===== config.mk =====
export PLATFORM = sky130hd
export DESIGN_NAME = sync_fifo_param_flat
export DESIGN_NICKNAME = d
export VERILOG_FILES = /design/src/rtl/sync_fifo_param_if.sv /design/src/rtl/sync_fifo_param.sv /design/src/flat_wrapper.sv
export SDC_FILE = /design/constraint.sdc
export NUM_CORES = 1
export LEC_CHECK = 0
export CAP_MARGIN = 20
export CORE_UTILIZATION = 49
export DETAILED_ROUTE_END_ITERATION = 16
export GPL_TIMING_DRIVEN = 0
export PLACE_DENSITY = 0.82
export REMOVE_ABC_BUFFERS = 1
export SKIP_CTS_REPAIR_TIMING = 1
export SYNTH_ARGS = -nofsm -noshare
export SYNTH_HDL_FRONTEND = slang
export SYNTH_SLANG_ARGS = --single-unit

===== constraint.sdc =====
create_clock -name clk -period 2.69 [get_ports clk]
set_input_delay 0.6725 -clock clk [delete_from_list [all_inputs] [get_ports clk]]
set_output_delay 0.6725 -clock clk [all_outputs]
set_load 0.03 [all_outputs]

===== src/rtl/sync_fifo_param_if.sv =====
// ---------------------------------------------------------------------------
// sync_fifo_param_if
// Bundle of the write/read/status signals of sync_fifo_param.
//
// Handshake semantics (the single statement of them):
//   write: the producer raises wr_en with din. The word is taken at the rising
//          edge where wr_en=1 and (full=0, or a read is accepted at that same
//          edge). A write offered while full with no read is dropped, and
//          overflow is set.
//   read:  the consumer raises rd_en. The read is taken at the rising edge
//          where rd_en=1 and empty=0. A read offered while empty is ignored,
//          and underflow is set.
//          Registered mode: the popped word appears on dout after that edge,
//          with dout_valid high for one cycle.
//          Fall-through mode: dout shows the head word whenever dout_valid=1,
//          and rd_en pops it.
//
// Modports
//   master : producer/consumer side (drives wr_en, din, rd_en, clr_err)
//   slave  : FIFO side (drives data out and all status)
// ---------------------------------------------------------------------------
interface sync_fifo_param_if #(
  parameter int WIDTH = 4,
  parameter int DEPTH = 8
);
  localparam int CW = $clog2(DEPTH + 1);

  logic             wr_en;
  logic [WIDTH-1:0] din;
  logic             rd_en;
  logic             clr_err;
  logic [WIDTH-1:0] dout;
  logic             dout_valid;
  logic             full;
  logic             empty;
  logic             almost_full;
  logic             almost_empty;
  logic [CW-1:0]    count;
  logic             overflow;
  logic             underflow;

  modport master (
    output wr_en, din, rd_en, clr_err,
    input  dout, dout_valid, full, empty, almost_full, almost_empty,
           count, overflow, underflow
  );

  modport slave (
    input  wr_en, din, rd_en, clr_err,
    output dout, dout_valid, full, empty, almost_full, almost_empty,
           count, overflow, underflow
  );
endinterface


===== src/rtl/sync_fifo_param.sv =====
// ---------------------------------------------------------------------------
// sync_fifo_param
// Single-clock FIFO used as a rate-decoupling buffer. It has generic width and
// depth (the depth need not be a power of two), an occupancy count,
// programmable almost-full/almost-empty thresholds, sticky overflow/underflow
// flags, and a choice of registered or first-word-fall-through read.
//
// Ports
//   clk   : clock; all state changes on the rising edge
//   rst_n : synchronous reset, ACTIVE-HIGH despite its name (1 = reset)
//   bus   : sync_fifo_param_if.slave; the handshake is described in that file
//
// Parameters
//   WIDTH, DEPTH       : word width and number of entries. These must match
//                        the parameters of the connected interface.
//   AF_LEVEL/AE_LEVEL  : almost_full when count >= AF_LEVEL,
//                        almost_empty when count <= AE_LEVEL
//   FWFT               : 0 = registered read, 1 = head word shown on dout
// ---------------------------------------------------------------------------
module sync_fifo_param #(
  parameter int WIDTH    = 4,
  parameter int DEPTH    = 8,
  parameter int AF_LEVEL = 6,
  parameter int AE_LEVEL = 2,
  parameter bit FWFT     = 1'b0
) (
  input  logic                clk,
  input  logic                rst_n,
  sync_fifo_param_if.slave    bus
);
  localparam int CW = $clog2(DEPTH + 1);
  localparam int PW = $clog2(DEPTH);

  logic [WIDTH-1:0] mem [DEPTH];
  logic [PW-1:0]    wr_ptr;
  logic [PW-1:0]    rd_ptr;
  logic [CW-1:0]    count_q;
  logic             overflow_q;
  logic             underflow_q;

  logic full_w;
  logic empty_w;
  logic rd_acc;
  logic wr_acc;
  logic wr_drop;
  logic rd_rej;

  // Explicit wrap, so that DEPTH does not have to be a power of two.
  function automatic logic [PW-1:0] next_ptr(input logic [PW-1:0] p);
    return (p == PW'(DEPTH - 1)) ? '0 : p + PW'(1);
  endfunction

  assign full_w  = (count_q == CW'(DEPTH));
  assign empty_w = (count_q == '0);

  // A read frees a slot at the same edge, so a full FIFO still accepts a
  // write that is paired with an accepted read.
  assign rd_acc  = bus.rd_en && !empty_w;
  assign wr_acc  = bus.wr_en && (!full_w || rd_acc);
  assign wr_drop = bus.wr_en && !wr_acc;
  assign rd_rej  = bus.rd_en && empty_w;

  // Storage is not reset. Writes are blocked while reset is asserted.
  always_ff @(posedge clk) begin
    if (!rst_n && wr_acc) begin
      mem[wr_ptr] <= bus.din;
    end
  end

  always_ff @(posedge clk) begin
    if (rst_n) begin
      wr_ptr      <= '0;
      rd_ptr      <= '0;
      count_q     <= '0;
      overflow_q  <= 1'b0;
      underflow_q <= 1'b0;
    end else begin
      if (wr_acc) wr_ptr <= next_ptr(wr_ptr);
      if (rd_acc) rd_ptr <= next_ptr(rd_ptr);
      case ({wr_acc, rd_acc})
        2'b10:   count_q <= count_q + CW'(1);
        2'b01:   count_q <= count_q - CW'(1);
        default: count_q <= count_q;
      endcase
      // A fresh error in the same cycle as clr_err keeps its flag set.
      overflow_q  <= (overflow_q  && !bus.clr_err) || wr_drop;
      underflow_q <= (underflow_q && !bus.clr_err) || rd_rej;
    end
  end

  generate
    if (FWFT) begin : g_fwft
      // The head entry is always on dout. It is meaningful only while the
      // FIFO is not empty.
      assign bus.dout       = mem[rd_ptr];
      assign bus.dout_valid = !empty_w;
    end else begin : g_reg
      logic [WIDTH-1:0] dout_q;
      logic             dout_valid_q;

      always_ff @(posedge clk) begin
        if (rst_n) begin
          dout_q       <= '0;
          dout_valid_q <= 1'b0;
        end else begin
          if (rd_acc) dout_q <= mem[rd_ptr];
          dout_valid_q <= rd_acc;
        end
      end

      assign bus.dout       = dout_q;
      assign bus.dout_valid = dout_valid_q;
    end
  endgenerate

  assign bus.full         = full_w;
  assign bus.empty        = empty_w;
  assign bus.almost_full  = (count_q >= CW'(AF_LEVEL));
  assign bus.almost_empty = (count_q <= CW'(AE_LEVEL));
  assign bus.count        = count_q;
  assign bus.overflow     = overflow_q;
  assign bus.underflow    = underflow_q;
endmodule


===== src/flat_wrapper.sv =====
// flat-port wrapper written by rule: the top's interface ports become plain ports
module sync_fifo_param_flat 
#(
  parameter int WIDTH    = 4,
  parameter int DEPTH    = 8,
  parameter int AF_LEVEL = 6,
  parameter int AE_LEVEL = 2,
  parameter bit FWFT     = 1'b0
)
  (clk, rst_n, bus_wr_en, bus_din, bus_rd_en, bus_clr_err, bus_dout, bus_dout_valid, bus_full, bus_empty, bus_almost_full, bus_almost_empty, bus_count, bus_overflow, bus_underflow);
  sync_fifo_param_if #(.WIDTH(WIDTH), .DEPTH(DEPTH)) bus_i ();
  input  logic clk;
  input  logic rst_n;
  input wire logic [$bits(bus_i.wr_en)-1:0] bus_wr_en;
  input wire logic [$bits(bus_i.din)-1:0] bus_din;
  input wire logic [$bits(bus_i.rd_en)-1:0] bus_rd_en;
  input wire logic [$bits(bus_i.clr_err)-1:0] bus_clr_err;
  output wire logic [$bits(bus_i.dout)-1:0] bus_dout;
  output wire logic [$bits(bus_i.dout_valid)-1:0] bus_dout_valid;
  output wire logic [$bits(bus_i.full)-1:0] bus_full;
  output wire logic [$bits(bus_i.empty)-1:0] bus_empty;
  output wire logic [$bits(bus_i.almost_full)-1:0] bus_almost_full;
  output wire logic [$bits(bus_i.almost_empty)-1:0] bus_almost_empty;
  output wire logic [$bits(bus_i.count)-1:0] bus_count;
  output wire logic [$bits(bus_i.overflow)-1:0] bus_overflow;
  output wire logic [$bits(bus_i.underflow)-1:0] bus_underflow;
  assign bus_i.wr_en = bus_wr_en;
  assign bus_i.din = bus_din;
  assign bus_i.rd_en = bus_rd_en;
  assign bus_i.clr_err = bus_clr_err;
  assign bus_dout = bus_i.dout;
  assign bus_dout_valid = bus_i.dout_valid;
  assign bus_full = bus_i.full;
  assign bus_empty = bus_i.empty;
  assign bus_almost_full = bus_i.almost_full;
  assign bus_almost_empty = bus_i.almost_empty;
  assign bus_count = bus_i.count;
  assign bus_overflow = bus_i.overflow;
  assign bus_underflow = bus_i.underflow;
  sync_fifo_param #(.WIDTH(WIDTH), .DEPTH(DEPTH), .AF_LEVEL(AF_LEVEL), .AE_LEVEL(AE_LEVEL), .FWFT(FWFT)) u_core (.clk(clk), .rst_n(rst_n), .bus(bus_i));
endmodule

[Word level (Yosys, flattened, before mapping)]
Memories as Yosys holds them, arrays and structs flattened. A register that Yosys moved wholly into a read port is not among the register bits.
Index checks and enable logic that the tools add are counted.
Widths: inputs -> output; s select.
Operators by class
  $add $sub $neg: 4
  multipliers: 0
  divide/modulo/power cells: 0
  magnitude comparators: 2
  eq/ne operators: 5
  shift-type cells: 0
  multiplexer cells: 5
  bitwise logic cells: 0
  reduce and logical (&&, ||, !) cells: 17
Operator list (count)
  $pmux 4 s2: 1
  $logic_and 1x1->1: 7
  $add 3x1->3 const B: 2
  $eq 3x3->1 const B: 2
  $mux 3: 2
  $logic_not 1->1: 5
  $add 4x1->4 const B: 1
  $eq 4x4->1 const B: 1
  $ge 4x3->1 const B: 1
  $le 4x2->1 const B: 1
  $logic_not 4->1: 1
  $sub 4x1->4 const B: 1
  $logic_or 1x1->1: 3
  $eq 2x1->1 const B: 1
  $eq 2x2->1 const B: 1
  $mux 1: 2
  $reduce_bool 2->1: 1
Storage, ports and cells
  register bits after elaboration: 13
  bits in latches: 0
  bits in writable memories: 32
  ROM bits: 0
  memories kept: 1
Memory list
  u_core.mem: depth 8, width 4, rd ports 1, clocked after Yosys merged registers in 1, write ports 1, RTL line sync_fifo_param.sv:34  | logic [WIDTH-1:0] mem [DEPTH];

[Logic depth before layout (Yosys ltp)]
  depth in word-level cells: 8
  mapped depth: 10
  depth with buffers taken out: 9

[Least setup slack after synthesis]
No wires, ideal clock.
  path kind: reg-to-reg
  from: register u_core.count_q[3], in the netlist u_core.bus.count[3]
  to: register u_core.count_q[3], in the netlist u_core.bus.count[3]
  setup time: 71 ps
  arrival: 2868 ps
  path slack: -248 ps
  cell stages (with the launch flop): 9
  buffers on the path: 0
  path through: dfxtp_1 or4b_4 o21ai_4 ha_1 ha_1 a21oi_1 a21oi_1 or4_2 a21oi_1
On the way
  cells in the longest elaborated chain, start to end: 7
  elaborated cells between the ends (all ways): 13
  those cells by class: add/sub (2); eq/ne (3); mux (1); reduce/logical (7)
RTL lines
  start: declaration: RTL line sync_fifo_param.sv:37  | logic [CW-1:0] count_q;
  start signal: assignment: RTL line sync_fifo_param.sv:81  | 2'b10: count_q <= count_q + CW'(1);
  start signal: assignment: RTL line sync_fifo_param.sv:82  | 2'b01: count_q <= count_q - CW'(1);
  start signal: assignment: RTL line sync_fifo_param.sv:83  | default: count_q <= count_q;
  $logic_not 4->1: RTL line sync_fifo_param.sv:54  | assign empty_w = (count_q == '0);
  $logic_not 1->1: RTL line sync_fifo_param.sv:58  | assign rd_acc = bus.rd_en && !empty_w;
  $logic_and 1x1->1: RTL line sync_fifo_param.sv:58
  $logic_or 1x1->1: RTL line sync_fifo_param.sv:59  | assign wr_acc = bus.wr_en && (!full_w || rd_acc);
  $logic_and 1x1->1: RTL line sync_fifo_param.sv:59
  $eq 2x1->1 or $eq 2x2->1 (tied branches): RTL line sync_fifo_param.sv:80  | case ({wr_acc, rd_acc})
  $pmux 4 s2 or $reduce_bool 2->1 (tied branches)
Parallel ways exist; a longest one is shown, timed or not.
A chain may end at the register's enable or synchronous reset.

[Worst setup path in the final report]
  from: register u_core.count_q[2], in the netlist u_core.bus.count[2]
  to: register u_core.count_q[3], in the netlist u_core.bus.count[3]
The elaborated chain is that of the path after synthesis.

==> impl_metrics.prom <==
# TYPE chip_impl_metric gauge
chip_impl_metric{name="fmax",unit="GHz"} 0.3742
chip_impl_info{name="worstSetupStartpointType",value="register"} 1
chip_impl_metric{name="power.leakage",unit="nW"} 0.8716
chip_impl_metric{name="area.growth.synth_to_final",unit="%"} 20.94
chip_impl_metric{name="yosysTopAreaCellShare",unit="%"} 46.49
chip_impl_metric{name="multi_input_comb_area",unit="sq um"} 760.7
chip_impl_info{name="hp-start",value="u_core.bus.dout[3]"} 1
chip_impl_metric{name="floorplan.rows",unit=""} 23
chip_impl_info{name="worst_path_max_delay_cell",value="sky130_fd_sc_hd__or4_2"} 1
chip_impl_metric{name="die_w",unit="um"} 66.95
chip_impl_metric{name="finalSetupViolations",unit=""} 0
chip_impl_metric{name="number_of_global_route_vias_before_repair",unit=""} 1294
chip_impl_metric{name="postSynthAreaPerCell",unit="sq um"} 13.78
chip_impl_info{name="crit-reg2reg-capture",value="u_core.bus.count[3]"} 1
chip_impl_metric{name="via_count",unit=""} 1326
chip_impl_metric{name="dpl_worst_slack",unit="ns"} -0.6918
chip_impl_metric{name="cts_buffers",unit=""} 5
chip_impl_info{name="result_of_the_run",value="completed"} 1
chip_impl_metric{name="maxSlewViolCount",unit=""} 0
chip_impl_metric{name="post-place-cells",unit=""} 218
chip_impl_info{name="dominantRegCellSynth",value="sky130_fd_sc_hd__edfxtp_1"} 1
chip_impl_metric{name="skew",unit="ns"} 0.007303
chip_impl_metric{name="timing.hold.worst_path_depth",unit=""} 2
chip_impl_metric{name="initial_core_util",unit="%"} 51.30
chip_impl_metric{name="critPathMaxStageDelay",unit="ns"} 0.61
chip_impl_metric{name="post_layout_minimum_cycle_time",unit="ns"} 2.673
chip_impl_metric{name="global_route.overflow_total",unit=""} 0
chip_impl_metric{name="cp_max_fo",unit=""} 8
chip_impl_metric{name="ff2ff_setup_slack",unit="ns"} 0.02
chip_impl_metric{name="power",unit="mW"} 2.266
chip_impl_metric{name="max-clock-path-buffers",unit=""} 2
chip_impl_metric{name="report.final.hold_viol_count",unit=""} 0
chip_impl_metric{name="grt_antenna_before_repair",unit=""} 0
chip_impl_metric{name="gp_congestion",unit=""} 0.6977
chip_impl_info{name="worst_setup_path_end_kind",value="register"} 1
chip_impl_metric{name="cp.required",unit="ns"} 2.90
chip_impl_metric{name="grt_start_max_net_pins",unit=""} 22
chip_impl_metric{name="finalWirelength",unit="um"} 3972
chip_impl_info{name="r2r-start",value="u_core.bus.count[2]"} 1
chip_impl_metric{name="finalCritPeriodShare",unit="%"} 99.36
chip_impl_metric{name="routed_via_density",unit=""} 5.765
chip_impl_metric{name="route.detailed.drc",unit=""} 0
chip_impl_info{name="cp_top_family",value="simple AND/OR/NAND/NOR gates"} 1
chip_impl_metric{name="cts_sinks",unit=""} 49
chip_impl_metric{name="synth_seq_cells",unit=""} 49
chip_impl_metric{name="layout_setup_ws",unit="ns"} 0.01729
chip_impl_metric{name="synth.lib_cells_used.distinct",unit=""} 33
chip_impl_metric{name="synth_warnings",unit=""} 0
chip_impl_metric{name="insertedDiodeCount",unit=""} 0
chip_impl_info{name="yosys.cell_count.top_type",value="sky130_fd_sc_hd__edfxtp_1"} 1
chip_impl_metric{name="postRouteAntennaNets",unit=""} 0
chip_impl_metric{name="sum_of_net_half_perimeters_after_detailed_placement",unit="um"} 2824
chip_impl_info{name="worst_hold_path_type",value="register to register"} 1
chip_impl_info{name="timing_worst_setup_path_type",value="register to register"} 1
chip_impl_metric{name="p_per_area",unit="mW/mm^2"} 906.6
chip_impl_info{name="endpoint_worst_hold",value="u_core.bus.dout[3]"} 1
chip_impl_metric{name="layoutNonFillerInstCount",unit=""} 230
chip_impl_info{name="synth_top_cells_by_count",value="32 x sky130_fd_sc_hd__edfxtp_1, 20 x sky130_fd_sc_hd__nor2_1, 17 x sky130_fd_sc_hd__dfxtp_1"} 1
chip_impl_info{name="synth_area_leaders",value="sky130_fd_sc_hd__edfxtp_1 46%, sky130_fd_sc_hd__dfxtp_1 16%, sky130_fd_sc_hd__mux4_2 8.7%, sky130_fd_sc_hd__ha_1 4.2%, sky130_fd_sc_hd__nor2_1 3.6%"} 1
chip_impl_info{name="yosys.area.top_type",value="sky130_fd_sc_hd__edfxtp_1"} 1
chip_impl_metric{name="port_buffers",unit=""} 23
chip_impl_metric{name="die-height",unit="um"} 66.95
chip_impl_metric{name="timing_worst_slew_pin_value",unit="ns"} 0.7405
chip_impl_metric{name="cts-htree-levels",unit=""} 2
chip_impl_metric{name="crit_path_dat",unit="ns"} 2.88
chip_impl_metric{name="syn-instance-count",unit=""} 150
chip_impl_metric{name="grt_pass1_wl",unit="um"} 6216
chip_impl_metric{name="crit_buf_inv",unit=""} 0
chip_impl_info{name="tritoncts",value="yes"} 1
chip_impl_metric{name="synth.cell_area",unit="sq mm"} 0.002067
chip_impl_info{name="rsz0062_at_grt",value="yes"} 1
chip_impl_metric{name="i_o_pin_count",unit=""} 24
chip_impl_metric{name="routedWlPerCell",unit="um"} 17.27
chip_impl_metric{name="final_net_count",unit=""} 196
chip_impl_metric{name="core",unit="sq mm"} 0.004029
chip_impl_metric{name="slew-limit-headroom",unit="%"} 50.48
chip_impl_metric{name="async_reset_ff_share",unit="%"} 0
chip_impl_info{name="crit_path_cell_trace",value="or4b_4 -> o21ai_4 -> ha_4 -> ha_4 -> a21oi_2 -> a21oi_1 -> or4_2 -> a21oi_1"} 1
chip_impl_metric{name="track_usage",unit="%"} 20.10
chip_impl_metric{name="seq_area",unit="sq mm"} 0.001311
chip_impl_metric{name="clock_insertion_delay_worst_skew",unit="ns"} 0.29
chip_impl_info{name="clockRootBuffer",value="sky130_fd_sc_hd__clkbuf_8"} 1
chip_impl_metric{name="synth_enable_flop_cells",unit=""} 32
chip_impl_metric{name="share_of_final_layout_standard_cells_stronger_than_drive_strength_1",unit="%"} 18.89
chip_impl_metric{name="drt_iter0_drc",unit=""} 91
chip_impl_metric{name="first_pass_iters",unit=""} 4
chip_impl_metric{name="filler_cell_count",unit=""} 290
chip_impl_metric{name="timing.max_cap.violations",unit=""} 0
chip_impl_metric{name="post_synthesis_sequential_area_ratio",unit="%"} 62.95
chip_impl_metric{name="path_clk_slew",unit="ns"} 0.09
chip_impl_metric{name="worst_r2r_path_depth",unit=""} 8
chip_impl_metric{name="die_ar",unit="sq mm"} 0.004482
chip_impl_metric{name="vdd_ir_drop_max",unit="mV"} 0.3396
[sequential cells by signal, indices dropped and copies added, names as in the netlist]
signal / count
u_core.bus.count: 4
u_core.bus.dout: 4
u_core.bus.dout_valid: 1
u_core.bus.overflow: 1
u_core.bus.underflow: 1
u_core.mem: 32
u_core.rd_ptr: 3
u_core.wr_ptr: 3
[worst reg2reg max path: stages, from the launching register on]
cell and delay, ns:
sky130_fd_sc_hd__dfxtp_4 0.40, sky130_fd_sc_hd__or4b_4 0.59, sky130_fd_sc_hd__o21ai_4 0.22, sky130_fd_sc_hd__ha_4 0.18
sky130_fd_sc_hd__ha_4 0.21, sky130_fd_sc_hd__a21oi_2 0.14, sky130_fd_sc_hd__a21oi_1 0.10, sky130_fd_sc_hd__or4_2 0.61
sky130_fd_sc_hd__a21oi_1 0.14
[worst max path at each step]
stage | startpoint | endpoint | slack, ns | cells after the start
final | u_core.bus.count[2] | u_core.bus.count[3] | 0.02 | 8
after global routing | u_core.bus.count[2] | u_core.bus.count[3] | -0.07 | 8
after CTS | u_core.bus.count[3] | u_core.bus.count[3] | -0.42 | 8
after detailed placement | bus_rd_en | u_core.bus.count[3] | -0.69 | 9
after global placement | bus_rd_en | u_core.bus.count[3] | -0.54 | 9
after floorplan | u_core.bus.count[3] | u_core.bus.count[3] | -0.25 | 8
[power breakdown]
group / leakage, nW / internal, mW / switching [mW] / total (mW)
Clock: 0.0388 / 0.180 / 0.224 / 0.405
Sequential: 0.430 / 0.887 / 0.131 / 1.02
Combinational: 0.402 / 0.404 / 0.439 / 0.843
Total: 0.872 / 1.47 / 0.795 / 2.27
[area by class of cell]
class,count,area share (%)
Clock buffer,6,2.903
Clock inverter,2,0.4505
Inverter,5,0.7508
Multi-Input combinational cell,91,30.43
Sequential cell,49,52.45
Tap cell,50,2.503
Timing Repair Buffer,27,10.51
[kinds of logic after synthesis]
logic type | Yosys count | share of synthesized area [%]
flip-flops | 49 | 62.95
AO/OA/AOI/OAI | 22 | 7.749
buffers and inverters | 10 | 1.937
AND/OR/NAND/NOR | 50 | 12.11
multiplexers | 9 | 9.201
XOR/XNOR | 2 | 0.8476
adder cells (fa/ha/maj) | 8 | 5.206
[metrics by stage]
| step | setup TNS, ns | util [%] | hold slack, ns | cell area (sq um) |
|---|---|---|---|---|
| CTS | -0.5411 | 60.12 | 0.5029 | 2422 |
| global placement | -2.014 | 58.04 | 0.4749 | 2338 |
| finish | 0 | 62.05 | 0.5080 | 2500 |
| global route | -0.07446 | 62.05 | 0.5380 | 2500 |
| floorplan | -0.2475 | - | 0.4557 | 2046 |
| detailed placement | -3.710 | 58.04 | 0.4877 | 2338 |
[layout by cell type, fill, tap and decap left out, drive strengths merged]
master         netlist  layout
dlymetal6s2s         0       2
nor2                20      20
or3                  1       1
or3b                 1       1
clkdlybuf4s50        0      21
buf                  2       3
nor2b                2       2
edfxtp              32      32
xor2                 2       2
nand2b               1       1
o31ai                1       1
clkinvlp             0       1
or4b                 1       1
nor4                 2       2
clkinv               0       1
nor3                 8       8
o211ai               1       1
a211oi               1       1
o21ai                1       1
or4                  1       1
o41ai                1       1
a21o                 1       1
dfxtp               17      17
fa                   1       1
nand2                8       8
a21oi               12      12
nor4b                1       1
mux4                 8       8
clkbuf               3       7
inv                  5       5
nand3                1       1
nand3b               2       2
o22ai                4       4
and3                 1       1
ha                   7       7
mux2i                1       1
[metal layers]
metal  vias up  track usage [%]  share of wire, %  wire [um]
li1        623                -                 -          -
met3         4            4.795               2.8        110
met1       669            24.64                41       1634
met5         -                0                 0          0
met4         0            8.245               1.3         51
met2        30            33.71                55       2175
No activity file was read; power rests on OpenSTA's default activity.
